File: src/rtl/div_seq_if.sv
// Handshake and data bundle between the EX stage and the sequential divider.
// EX drives operands, start and annul; the divider returns the result pair,
// the result-valid flag and the busy flag EX folds into its stall request.
interface div_seq_if #(
  parameter int DATA_W = 32
);
  logic                  signed_div_i;
  logic [DATA_W-1:0]     opdata1_i;
  logic [DATA_W-1:0]     opdata2_i;
  logic                  start_i;
  logic                  annul_i;
  logic [2*DATA_W-1:0]   result_o;
  logic                  ready_o;
  logic                  busy_o;

  modport master (
    output signed_div_i, opdata1_i, opdata2_i, start_i, annul_i,
    input  result_o, ready_o, busy_o
  );

  modport slave (
    input  signed_div_i, opdata1_i, opdata2_i, start_i, annul_i,
    output result_o, ready_o, busy_o
  );
endinterface

File: src/rtl/div_seq.sv
// Multi-cycle restoring radix-2 divider for the EX stage.
// One quotient bit is produced per cycle on operand magnitudes; the sign
// fix-up is applied once the last bit is in. result_o carries
// {remainder, quotient} for the HI/LO write path.
module div_seq #(
  parameter int DATA_W = 32
) (
  input  logic       clk,
  input  logic       rst,
  div_seq_if.slave   bus
);

  localparam int CNT_W = $clog2(DATA_W + 1);

  typedef enum logic [1:0] {
    IDLE,
    BYZERO,
    ON,
    END
  } state_e;

  state_e                state_q, state_d;
  logic [CNT_W-1:0]      cnt_q, cnt_d;
  logic [DATA_W-1:0]     rem_q, rem_d;
  logic [DATA_W-1:0]     dvd_q, dvd_d;
  logic [DATA_W-1:0]     dvs_q, dvs_d;
  logic                  neg1_q, neg1_d;
  logic                  neg2_q, neg2_d;
  logic                  sdiv_q, sdiv_d;
  logic [2*DATA_W-1:0]   result_q, result_d;
  logic                  ready_q, ready_d;

  logic [DATA_W:0]       trial;
  logic [DATA_W-1:0]     op1_abs;
  logic [DATA_W-1:0]     op2_abs;
  logic                  op1_neg;
  logic                  op2_neg;
  logic [DATA_W-1:0]     quo_fix;
  logic [DATA_W-1:0]     rem_fix;

  // The shifted partial remainder can reach 2*divisor-1, so the trial
  // subtraction is one bit wider than the operands; its MSB is the borrow.
  assign trial   = {rem_q, dvd_q[DATA_W-1]} - {1'b0, dvs_q};

  // Operand magnitudes, negated only for a signed divide with the MSB set.
  assign op1_neg = bus.signed_div_i & bus.opdata1_i[DATA_W-1];
  assign op2_neg = bus.signed_div_i & bus.opdata2_i[DATA_W-1];
  assign op1_abs = op1_neg ? -bus.opdata1_i : bus.opdata1_i;
  assign op2_abs = op2_neg ? -bus.opdata2_i : bus.opdata2_i;

  // Quotient is negative when operand signs differ; remainder follows the dividend.
  assign quo_fix = (sdiv_q && (neg1_q ^ neg2_q)) ? -dvd_q : dvd_q;
  assign rem_fix = (sdiv_q && neg1_q) ? -rem_q : rem_q;

  assign bus.result_o = result_q;
  assign bus.ready_o  = ready_q;
  assign bus.busy_o   = (state_q == ON) || (state_q == BYZERO);

  // Next-state and datapath update; every register holds unless a state says otherwise.
  always_comb begin
    state_d  = state_q;
    cnt_d    = cnt_q;
    rem_d    = rem_q;
    dvd_d    = dvd_q;
    dvs_d    = dvs_q;
    neg1_d   = neg1_q;
    neg2_d   = neg2_q;
    sdiv_d   = sdiv_q;
    result_d = result_q;
    ready_d  = ready_q;

    case (state_q)
      IDLE: begin
        result_d = '0;
        ready_d  = 1'b0;
        if (bus.start_i && !bus.annul_i) begin
          cnt_d  = '0;
          rem_d  = '0;
          dvd_d  = op1_abs;
          dvs_d  = op2_abs;
          neg1_d = op1_neg;
          neg2_d = op2_neg;
          sdiv_d = bus.signed_div_i;
          if (bus.opdata2_i == '0) begin
            state_d = BYZERO;
          end else begin
            state_d = ON;
          end
        end
      end

      BYZERO: begin
        if (bus.annul_i) begin
          state_d = IDLE;
        end else begin
          rem_d   = '0;
          dvd_d   = '0;
          state_d = END;
        end
      end

      ON: begin
        if (bus.annul_i) begin
          state_d  = IDLE;
          cnt_d    = '0;
          result_d = '0;
          ready_d  = 1'b0;
        end else if (cnt_q == CNT_W'(DATA_W)) begin
          dvd_d   = quo_fix;
          rem_d   = rem_fix;
          cnt_d   = '0;
          state_d = END;
        end else begin
          if (!trial[DATA_W]) begin
            rem_d = trial[DATA_W-1:0];
            dvd_d = {dvd_q[DATA_W-2:0], 1'b1};
          end else begin
            rem_d = {rem_q[DATA_W-2:0], dvd_q[DATA_W-1]};
            dvd_d = {dvd_q[DATA_W-2:0], 1'b0};
          end
          cnt_d = cnt_q + CNT_W'(1);
        end
      end

      END: begin
        if (bus.start_i) begin
          result_d = {rem_q, dvd_q};
          ready_d  = 1'b1;
        end else begin
          state_d  = IDLE;
          result_d = '0;
          ready_d  = 1'b0;
        end
      end

      default: begin
        state_d = IDLE;
      end
    endcase
  end

  // State and datapath registers; reset wins over everything and drops any divide in flight.
  always_ff @(posedge clk) begin
    if (rst) begin
      state_q  <= IDLE;
      cnt_q    <= '0;
      rem_q    <= '0;
      dvd_q    <= '0;
      dvs_q    <= '0;
      neg1_q   <= 1'b0;
      neg2_q   <= 1'b0;
      sdiv_q   <= 1'b0;
      result_q <= '0;
      ready_q  <= 1'b0;
    end else begin
      state_q  <= state_d;
      cnt_q    <= cnt_d;
      rem_q    <= rem_d;
      dvd_q    <= dvd_d;
      dvs_q    <= dvs_d;
      neg1_q   <= neg1_d;
      neg2_q   <= neg2_d;
      sdiv_q   <= sdiv_d;
      result_q <= result_d;
      ready_q  <= ready_d;
    end
  end

endmodule

File: src/flat_wrapper.sv
// flat-port wrapper written by rule: the top's interface ports become plain ports
module div_seq_flat 
#(
  parameter int DATA_W = 32
)
  (clk, rst, bus_signed_div_i, bus_opdata1_i, bus_opdata2_i, bus_start_i, bus_annul_i, bus_result_o, bus_ready_o, bus_busy_o);
  div_seq_if #(.DATA_W(DATA_W)) bus_i ();
  input  logic clk;
  input  logic rst;
  input wire logic [$bits(bus_i.signed_div_i)-1:0] bus_signed_div_i;
  input wire logic [$bits(bus_i.opdata1_i)-1:0] bus_opdata1_i;
  input wire logic [$bits(bus_i.opdata2_i)-1:0] bus_opdata2_i;
  input wire logic [$bits(bus_i.start_i)-1:0] bus_start_i;
  input wire logic [$bits(bus_i.annul_i)-1:0] bus_annul_i;
  output wire logic [$bits(bus_i.result_o)-1:0] bus_result_o;
  output wire logic [$bits(bus_i.ready_o)-1:0] bus_ready_o;
  output wire logic [$bits(bus_i.busy_o)-1:0] bus_busy_o;
  assign bus_i.signed_div_i = bus_signed_div_i;
  assign bus_i.opdata1_i = bus_opdata1_i;
  assign bus_i.opdata2_i = bus_opdata2_i;
  assign bus_i.start_i = bus_start_i;
  assign bus_i.annul_i = bus_annul_i;
  assign bus_result_o = bus_i.result_o;
  assign bus_ready_o = bus_i.ready_o;
  assign bus_busy_o = bus_i.busy_o;
  div_seq #(.DATA_W(DATA_W)) u_core (.clk(clk), .rst(rst), .bus(bus_i));
endmodule
File: config.mk
export PLATFORM = sky130hd
export DESIGN_NAME = div_seq_flat
export DESIGN_NICKNAME = d
export VERILOG_FILES = /design/src/rtl/div_seq_if.sv /design/src/rtl/div_seq.sv /design/src/flat_wrapper.sv
export SDC_FILE = /design/constraint.sdc
export NUM_CORES = 1
export LEC_CHECK = 0
export ABC_AREA = 1
export CAP_MARGIN = 25
export CORE_MARGIN = 4
export CORE_UTILIZATION = 40
export CTS_BUF_LIST = sky130_fd_sc_hd__clkbuf_2 sky130_fd_sc_hd__clkbuf_4 sky130_fd_sc_hd__clkbuf_8
export DETAILED_ROUTE_END_ITERATION = 10
export PLACE_DENSITY = 0.69
export SLEW_MARGIN = 20
export SYNTH_ARGS = -nofsm -noshare
export SYNTH_HDL_FRONTEND = slang
export SYNTH_SLANG_ARGS = --single-unit
File: constraint.sdc
create_clock -name clk -period 4.75 [get_ports clk]
set_input_delay 0.7125 -clock clk [delete_from_list [all_inputs] [get_ports clk]]
set_output_delay 0.7125 -clock clk [all_outputs]
set_load 0.05 [all_outputs]
After elaboration in Yosys (flattened, before gate mapping)
Index checks and enable logic that the tools add are counted.

word-level totals
  register bits after elaboration = 172
  bits in latches = 0
  RAM bits = 0
  ROM bits = 0
  output and inout port bits = 66
  logic and storage cells = 79
  memories = 0

operators by class
  add/sub/neg operators = 6
  multipliers = 0
  divide/modulo/power cells = 0
  order comparisons = 0
  equal/unequal tests = 12
  shift operators = 0
  mux-type cells = 32
  bitwise logic cells = 3
  reduce and logical (&&, ||, !) cells = 16

operator list
  operator             count
  $mux 32              12
  $pmux 32 s3          2
  $pmux 64 s3          1
  $mux 64              2
  $neg 32->32          4
  $sub 33x32->33       1
  $logic_not 32->1     1
  $mux 6               3
  $mux 2               6
  $pmux 6 s2           1
  $reduce_and 5->1     2
  $ne 2x2->1 const B   4
  $pmux 2 s4           1
  $add 6x1->6 const B  1
  $eq 6x6->1 const B   1
  $ne 3x2->1 const B   2
  $reduce_and 2->1     3
  $reduce_bool 3->1    2
  $eq 2x2->1 const B   2
  $logic_and 1x1->1    3
  $mux 1               3
  $ne 3x3->1 const B   1
  $pmux 1 s3           1
  $reduce_and 3->1     1
  other kinds (8)      9

Logic depth before layout (Yosys ltp)
Gate-level depths: netlist of run 1.

  depth in word-level cells = 6
  mapped depth = 20
  gate-level depth less buffers = 19

Worst setup path before layout of run 1
OpenSTA, ideal clock, no wires.

  path type = reg-to-reg
  start point = register u_core.dvd_q[31]
  end point = register u_core.rem_q[3]
  setup time = 0.141 ns
  data arrival time = 2.143 ns
  required time = 4.609 ns
  setup slack = 2.465 ns
  cell stages (with the launch flop) = 19
  cells stage by stage = dfxtp_1 > inv_1 > ha_1 > fa_1 > inv_1 > nand2_1 > nand2_1 > nand3_1 > nand2_2 > nand2_2 > nand2_2 > nand2_2 > nand3_1 > nand2_4 > buf_6 > nor2_1 > nand2_1 > nand3_1 > a21oi_1

between the ends
  word-level cells in the longest chain between the ends = 5

ends and longest elaborated chain
  what                    RTL line        RTL
  from (decl)             div_seq.sv:25   logic [DATA_W-1:0] dvd_q, dvd_d;
  from (signal assigned)  div_seq.sv:159  dvd_q <= dvd_d;
  $sub 33x32->33          div_seq.sv:43   assign trial = {rem_q, dvd_q[DATA_W-1]} - {1'b0, dvs_q};
  $mux 32                 div_seq.sv:114  if (!trial[DATA_W]) begin
  $mux 32                 div_seq.sv:108  end else if (cnt_q == CNT_W'(DATA_W)) begin
  $mux 32                 div_seq.sv:103  if (bus.annul_i) begin
  $pmux 32 s3             div_seq.sv:72   case (state_q)
  to (signal assigned)    div_seq.sv:158  rem_q <= rem_d;
  to (decl)               div_seq.sv:24   logic [DATA_W-1:0] rem_q, rem_d;

No other way between the ends. The select of a mux whose other input is x is not followed.
A chain may end at the register's enable or synchronous reset.

Worst setup path after layout of run 1
  start point = register u_core.state_q[0]
  end point = register u_core.result_q[14] (netlist: u_core.bus.result_o[14])

between the ends
  word-level cells in the longest chain between the ends = 3
  elaborated cells on any way between the ends = 7
  classes of those cells = eq/ne: 3; mux: 1; reduce/logical: 3

ends and longest elaborated chain
  what                                                              RTL line        RTL
  from (decl)                                                       div_seq.sv:22   state_e state_q, state_d;
  from (signal assigned)                                            div_seq.sv:156  state_q <= state_d;
  $eq 2x2->1 or $logic_not 2->1 (tied branches)                     div_seq.sv:72
  $ne 2x2->1 (no source line) or $reduce_bool 3->1 (tied branches)  n/a
  $reduce_and 2->1 (no source line)                                 n/a
  to (signal assigned)                                              div_seq.sv:164  result_q <= result_d;
  to (decl)                                                         div_seq.sv:30   logic [2*DATA_W-1:0] result_q, result_d;

Parallel ways exist; a longest one is shown, timed or not.

==> results of run 1 <==
-- layer usage --
metal / global-route usage / wire [microns]
met1: 0.332 / 20400
met3: 0.0338 / 2890
met5: 0 / 0
met2: 0.376 / 20100
met4: 0.0822 / 1580
-- per-stage QoR --
| stage | cells | cell area, sq um | utilization |
|---|---|---|---|
| final | 2873 | 15700 | 0.467 |
| after global routing | 2872 | 15700 | 0.466 |
| after CTS | 2872 | 15700 | 0.466 |
| after detailed placement | 2840 | 15300 | 0.455 |
| after global placement | 2840 | 15300 | 0.455 |
| after floorplan | 2339 | 13700 | - |
-- synthesized netlist by cell type, drive strengths merged (2+ instances only) --
cell | instances | share of area
o21bai | 3 | 0.0016
a221oi | 2 | 0.0013
xnor2 | 21 | 0.013
ha | 42 | 0.038
and2 | 4 | 0.0018
nor4 | 8 | 0.0041
or2 | 4 | 0.0018
o211ai | 23 | 0.013
a41oi | 2 | 0.0013
buf | 18 | 0.0089
inv | 383 | 0.10
nand3 | 233 | 0.089
nand3b | 5 | 0.0027
nand2 | 663 | 0.19
nand4 | 27 | 0.012
o221ai | 4 | 0.0026
o21ai | 117 | 0.043
dfxtp | 172 | 0.25
nor3 | 34 | 0.014
clkinv | 3 | 0.00082
clkbuf | 73 | 0.020
a21oi | 242 | 0.091
and3 | 2 | 0.00091
a31oi | 12 | 0.0055
xor2 | 42 | 0.027
nor2 | 193 | 0.056
-- report_power, final --
group	internal, mW	total (mW)	switching [mW]	leakage (nW)
Sequential	1.61	1.81	0.199	1.40
Clock	0.406	1.04	0.636	0.198
Combinational	1.14	3.92	2.78	5.75
Total	3.16	6.77	3.61	7.35
-- path summary, 6_finish.rpt --
| kind | startpoint | end | slack [ns] | depth (start not counted) |
|---|---|---|---|---|
| setup reg to reg | u_core.state_q[0] | u_core.bus.result_o[14] | 1.41 | 7 |
| setup / recovery | u_core.state_q[0] | u_core.bus.result_o[14] | 1.41 | 7 |
| hold / removal | u_core.bus.result_o[10] | u_core.bus.result_o[10] | 0.47 | 2 |
| hold reg to reg | u_core.bus.result_o[10] | u_core.bus.result_o[10] | 0.47 | 2 |
-- worst max-delay path, cell delays in order (launching register included) --
cell	delay [ns]
dfxtp_1	0.37
inv_1	0.09
ha_1	0.67
inv_1	0.53
a21oi_4	0.27
clkinv_2	0.68
nand3_1	0.40
a21oi_1	0.10
-- final cells by class --
cell class | instances | area (sq um) | share of cell area
Inverter | 386 | 1450 | 0.0925
Multi-Input combinational cell | 1690 | 8420 | 0.537
Tap cell | 448 | 561 | 0.0357
Antenna cell | 1 | 2.50 | 0.000160
Clock buffer | 18 | 248 | 0.0158
Timing Repair Buffer | 144 | 1410 | 0.0901
Sequential cell | 172 | 3440 | 0.220
Clock inverter | 14 | 146 | 0.00933
-- cells in the final DEF (no fill, tap or decap), types with 18 or more instances in the layout --
cell type	netlist	routed
a21oi_1	231	230
clkbuf_8	0	18
clkdlybuf4s50_1	0	133
dfxtp_1	172	172
ha_1	42	42
inv_1	372	370
nand2_1	631	631
nand2_2	31	31
nand3_1	222	222
nand4_1	27	27
nor2_1	183	182
nor3_1	29	29
o211ai_1	23	23
o21ai_0	111	111
xnor2_1	21	21
xor2_1	42	42
-- state kept, by name, summed over array words and instances (netlist names) --
signal	cells
u_core.bus.result_o	64
u_core.dvd_q	32
u_core.dvs_q	32
u_core.rem_q	32
u_core.cnt_q	6
u_core.state_q	2
u_core.bus.ready_o	1
u_core.neg1_q	1
u_core.neg2_q	1
u_core.sdiv_q	1
-- logic make-up (layout without fill, tap and decap cells) --
family | count (synthesis) | in the layout | share of synthesized area
AOI/OAI and AO/OA | 411 | 411 | 0.163
other | 0 | 1 | 0
xor gates and xnor gates | 63 | 63 | 0.0403
buffers and inverters | 477 | 562 | 0.135
DFF | 172 | 172 | 0.251
adders and majority gates | 43 | 43 | 0.0398
and+or+nand+nor | 1173 | 1173 | 0.371
==> qor.csv, run 1 <==
stage,metric,value,unit
sta,fin_worst_skew,0.0179,ns
clock_tree,cts_setup_buffers,0,
clock_tree,cts_root_buf,clkbuf_8,
synthesis,mappedNetlistNets,2451,
clock_tree,htree_levels,4,
sta,whs,0.470,ns
place,post-place-ws,1.38,ns
synthesis,synth_area_per_cell,5.85,sq um
detailed_routing,drt_iter0_drc,1303,
clock_tree,ctsHoldBuffers,0,
sta,slew_violations,0,
die,die_x,193,microns
finish,layout.nets,2523,
synthesis,netlist_area,13700,sq um
finish,area_growth,14.5,%
power_and_ir_drop,cellLeakagePower,7.35,nW
sta,setup_viol,0,
place,gp_congestion,0.976,
synthesis,synthDistinctLibCells,47,
critical_path,worstPathRequired,5.09,ns
synthesis,synth_flop_cell,dfxtp_1,
finish,fill_cells,3567,
sta,fin_ws,1.41,ns
synthesis,syn_inst,2339,
finish,drive_gt1_frac,0.0540,
die,dieArea,37300,sq um
critical_path,path_max_fanout,65,
min_path,hold_class,flip-flop to flip-flop,
place,place_hpwl,34500,microns
die,start_util,0.407,
clock_tree,clock_path_buffers,2,
clock_tree,clk_latency,0.49,ns
critical_path,worstSetupEndpointType,flip-flop,
critical_path,crit_type,flip-flop to flip-flop,
detailed_routing,vias,14958,
clock_tree,cts_buffers,17,
detailed_routing,wl_per_cell,15.6,microns
power_and_ir_drop,vdd_drop_max,0.000422,V
outcome,status,finished clean,
clock_tree,path_clk_slew,0.11,ns
synthesis,async_flop_share,0,
global_route,grt_pass1_vias,13729,
global_route,grt_use_total,0.238,
clock_tree,numClockSinks,172,
synthesis,seq_area_frac_synth,0.251,
clock_tree,tritoncts,yes,
die,io_pins,135,
sta,tightest_slew,0.975,ns
detailed_routing,first_pass_iters,9,
synthesis,synth_seq_cells,172,
synthesis,synth_edf_count,0,
global_route,antenna_found_initial,0,
detailed_routing,wl,45000,microns
power_and_ir_drop,p_per_area,432,nW/um^2
power_and_ir_drop,p_total,6.77,mW
die,rows,67,
sta,hold_viol,0,
critical_path,start_kind,flip-flop,
sta,rsz0062_at_grt,false,
clock_tree,cts_resized,0,
job,maxCapViolCount,0,
detailed_routing,via_per_inst,5.21,
sta,timing.final.crit_share,0.702,
die,core,33600,sq um
place,numPortBuffers,134,
detailed_routing,route.detailed.drc,0,
synthesis,yosys_warnings,0,
global_route,grt_max_degree,87,
die,die_y,193,microns
global_route,grt_first_pass_wirelength,71500,microns
global_route,grt_overflow,0,
critical_path,arrival,3.67,ns
sta,fmax,0.300,GHz
sta,maxSlewHeadroom,0.350,
detailed_routing,final_antenna_net_count,0,
sta,setup_tns,0,ns
sta,layout_min_cycle_time,3.34,ns
Note: power is estimated with default switching activity, not from simulation.
==> inputs of run 2 (changes only) <==
==> constraint.sdc (replaced) <==
create_clock -name clk -period 3.3 [get_ports clk]
set_input_delay 0.495 -clock clk [delete_from_list [all_inputs] [get_ports clk]]
set_output_delay 0.495 -clock clk [all_outputs]
set_load 0.05 [all_outputs]
==> run 2 against run 1 <==
  * Sequential share of layout area is 0.30 points lower
  * Clock skew decreased by 0.00085 ns
  * Largest power group unchanged
  * Sequential cell count is the same
  * Critical endpoint is now u_core.rem_q[2]
  * Largest cell class unchanged
  * Count of clock-buffer cells in the layout shrank 1
  * Wire length is 0.20% lower
  * Core utilization is 0.66 points higher
  * Via count is 1.1% higher
  * Clock power rose by 47%
  * First-iteration DRC count up 6.8%
  * Non-clock buffer count increased by 28
  * Design area up 1.4%
==> qor.csv, run 2 (synthesis results as in run 1) <==
stage,metric,value,unit,change
critical_path,cp-startpoint,u_core.dvd_q[31],,
power_and_ir_drop,p_per_area,621,nW/um^2,+44%
critical_path,path_common_cell,nand2_2,,
detailed_routing,wl_per_cell,15.5,microns,-1.1%
finish,drive_gt1_frac,0.0648,,+0.0108
critical_path,path_max_fanout,21,,-68%
detailed_routing,first_pass_iters,6,,-3
finish,regArea,3440,sq um,unchanged
sta,fin_worst_skew,0.0171,ns,-0.000853 ns
finish,antenna_cells,0,,-1
clock_tree,clock_path_buffers,2,,unchanged
detailed_routing,final_antenna_net_count,0,,unchanged
critical_path,crit_chain,inv_1 > ha_1 > fa_1 > inv_1 > nand2_1 > nand2_1 > nand3_1 > nand2_2 > nand2_2 > nand2_2 > nand2_2 > nand2_2 > nand2_1 > nand2_2 > buf_4 > nand2_1 > nand3_1 > nand2_1 > a21oi_1,,
finish,area_growth,16.1,%,
detailed_routing,drt_iter0_drc,1392,,+6.8%
clock_tree,htree_levels,4,,unchanged
critical_path,start_kind,flip-flop,,
sta,setup_viol,0,,unchanged
critical_path,worstSetupEndpointType,flip-flop,,
sta,tightest_slew,0.802,ns,-0.174 ns
finish,design_area,15900,sq um,+1.4%
sta,fmax,0.340,GHz,+13%
min_path,hold_class,input pin to flip-flop,,
global_route,grt_use_total,0.236,,-0.00155
critical_path,crit_slowest_cell,fa_1,,
global_route,antenna_found_initial,0,,unchanged
die,die_x,193,microns,unchanged
detailed_routing,route.detailed.drc,0,,unchanged
sta,maxSlewHeadroom,0.462,,+0.113
job,maxCapViolCount,0,,unchanged
power_and_ir_drop,cellLeakagePower,7.50,nW,+2.0%
critical_path,slowest_delay,0.40,ns,-0.28 ns
global_route,grt_first_pass_wirelength,70400,microns,-1.5%
clock_tree,tritoncts,yes,,
power_and_ir_drop,vdd_drop_max,0.000817,V,+93%
sta,timing.final.crit_share,0.891,,+0.189
die,dieArea,37300,sq um,unchanged
clock_tree,path_clk_slew,0.11,ns,about the same
sta,setup_tns,0,ns,unchanged
critical_path,path_buf_inv,3,,unchanged
critical_path,r2r_start,u_core.dvd_q[31],,
finish,fill_cells,3550,,-0.48%
global_route,grt_max_degree,66,,-24%
clock_tree,clk_latency,0.49,ns,about the same
critical_path,arrival,3.36,ns,-0.31 ns
clock_tree,cts_resized,0,,unchanged
sta,layout_min_cycle_time,2.94,ns,-0.396 ns
finish,layout_common_cells,"631 x nand2_1, 370 x inv_1, 230 x a21oi_1",,
die,rows,67,,unchanged
place,place_hpwl,35200,microns,+2.1%
die,die_y,193,microns,unchanged
finish,largest_reg_flops,64,,unchanged
critical_path,cp_top_family,simple AND/OR/NAND/NOR gates,,
place,numPortBuffers,134,,unchanged
die,io_pins,135,,unchanged
sta,slew_violations,0,,unchanged
clock_tree,cts_buffers,17,,unchanged
clock_tree,cts_root_buf,clkbuf_8,,
global_route,grt_overflow,0,,unchanged
place,dpl-instance-area,15500,sq um,+1.4%
global_route,grt_pass1_vias,13692,,-0.27%
finish,layout_commonest_cell,nand2_1,,
die,start_util,0.407,,unchanged
outcome,status,finished clean,,
sta,hold_viol,0,,unchanged
min_path,min_from,rst,,
finish,layout.nets,2551,,+1.1%
detailed_routing,wl,44900,microns,-0.20%
critical_path,worstPathRequired,3.72,ns,-1.37 ns
die,core,33600,sq um,unchanged
clock_tree,numClockSinks,172,,unchanged
clock_tree,cts_setup_buffers,0,,unchanged
critical_path,crit_type,flip-flop to flip-flop,,
detailed_routing,via_per_inst,5.21,,+0.16%
clock_tree,ctsHoldBuffers,0,,unchanged
detailed_routing,vias,15122,,+1.1%
finish,multi_input_area,8420,sq um,unchanged
place,gp_congestion,0.983,,+0.76%
sta,rsz0062_at_grt,false,,
run 2: cell types whose count changed in the layout (fill, tap and decap cells not counted):
cell | before | now
inv_8 | 4 | 2
diode_2 | 1 | 0
clkbuf_8 | 18 | 17
inv_12 | 0 | 1
clkinv_8 | 2 | 4
inv_6 | 3 | 4
clkinv_2 | 1 | 0
inv_2 | 12 | 13
buf_4 | 11 | 39
clkinvlp_4 | 1 | 0
run 2: path summary, 6_finish.rpt:
path | endpoint | slack, ns | depth (start not counted)
max | u_core.rem_q[2] | 0.36 | 19
min | u_core.bus.result_o[7] | 0.36 | 2
max reg2reg | u_core.rem_q[2] | 0.36 | 19
min reg2reg | u_core.bus.result_o[55] | 0.47 | 2
run 2: per-layer routing:
layer / track usage / vias to the layer above / share of wire
li1: - / 7674 / -
met1: 0.320 / 6833 / 0.46
met5: 0 / - / 0
met2: 0.372 / 518 / 0.44
met3: 0.0382 / 97 / 0.058
met4: 0.102 / 0 / 0.042
run 2: through the flow:
| step | hold slack [ns] | power [mW] | util | instances | setup WS, ns |
|---|---|---|---|---|---|
| floorplan | 0.445 | 6.74 | - | 2339 | 1.02 |
| global placement | 0.454 | 8.26 | 0.461 | 2868 | 0.539 |
| detailed placement | 0.454 | 8.30 | 0.461 | 2868 | 0.435 |
| CTS | 0.313 | 9.84 | 0.473 | 2900 | 0.397 |
| global route | 0.340 | 10.7 | 0.473 | 2900 | 0.125 |
| finish | 0.358 | 9.88 | 0.473 | 2900 | 0.360 |
run 2: cell type report:
type                    instances  share of cell area
well taps                     448              0.0352
flip-flops and latches        172               0.217
clock buffers                  17              0.0147
inverters                     386              0.0911
repair buffers                172               0.102
multi-input cells            1690               0.529
clock inverters                15              0.0109
run 2: power breakdown:
group | internal, mW | switching [mW]
clock network | 0.578 | 0.950
registers | 2.32 | 0.269
logic | 1.72 | 4.04
total | 4.62 | 5.26
run 2: worst reg2reg max path, delay by kind of cell, from the launching register on:
kind                     cells  cell delay [ns]
AO/OA/AOI/OAI                1             0.12
adder cells (fa/ha/maj)      2             0.61
buffers and inverters        3             0.48
flip-flops                   1             0.38
AND/OR/NAND/NOR             13             1.31
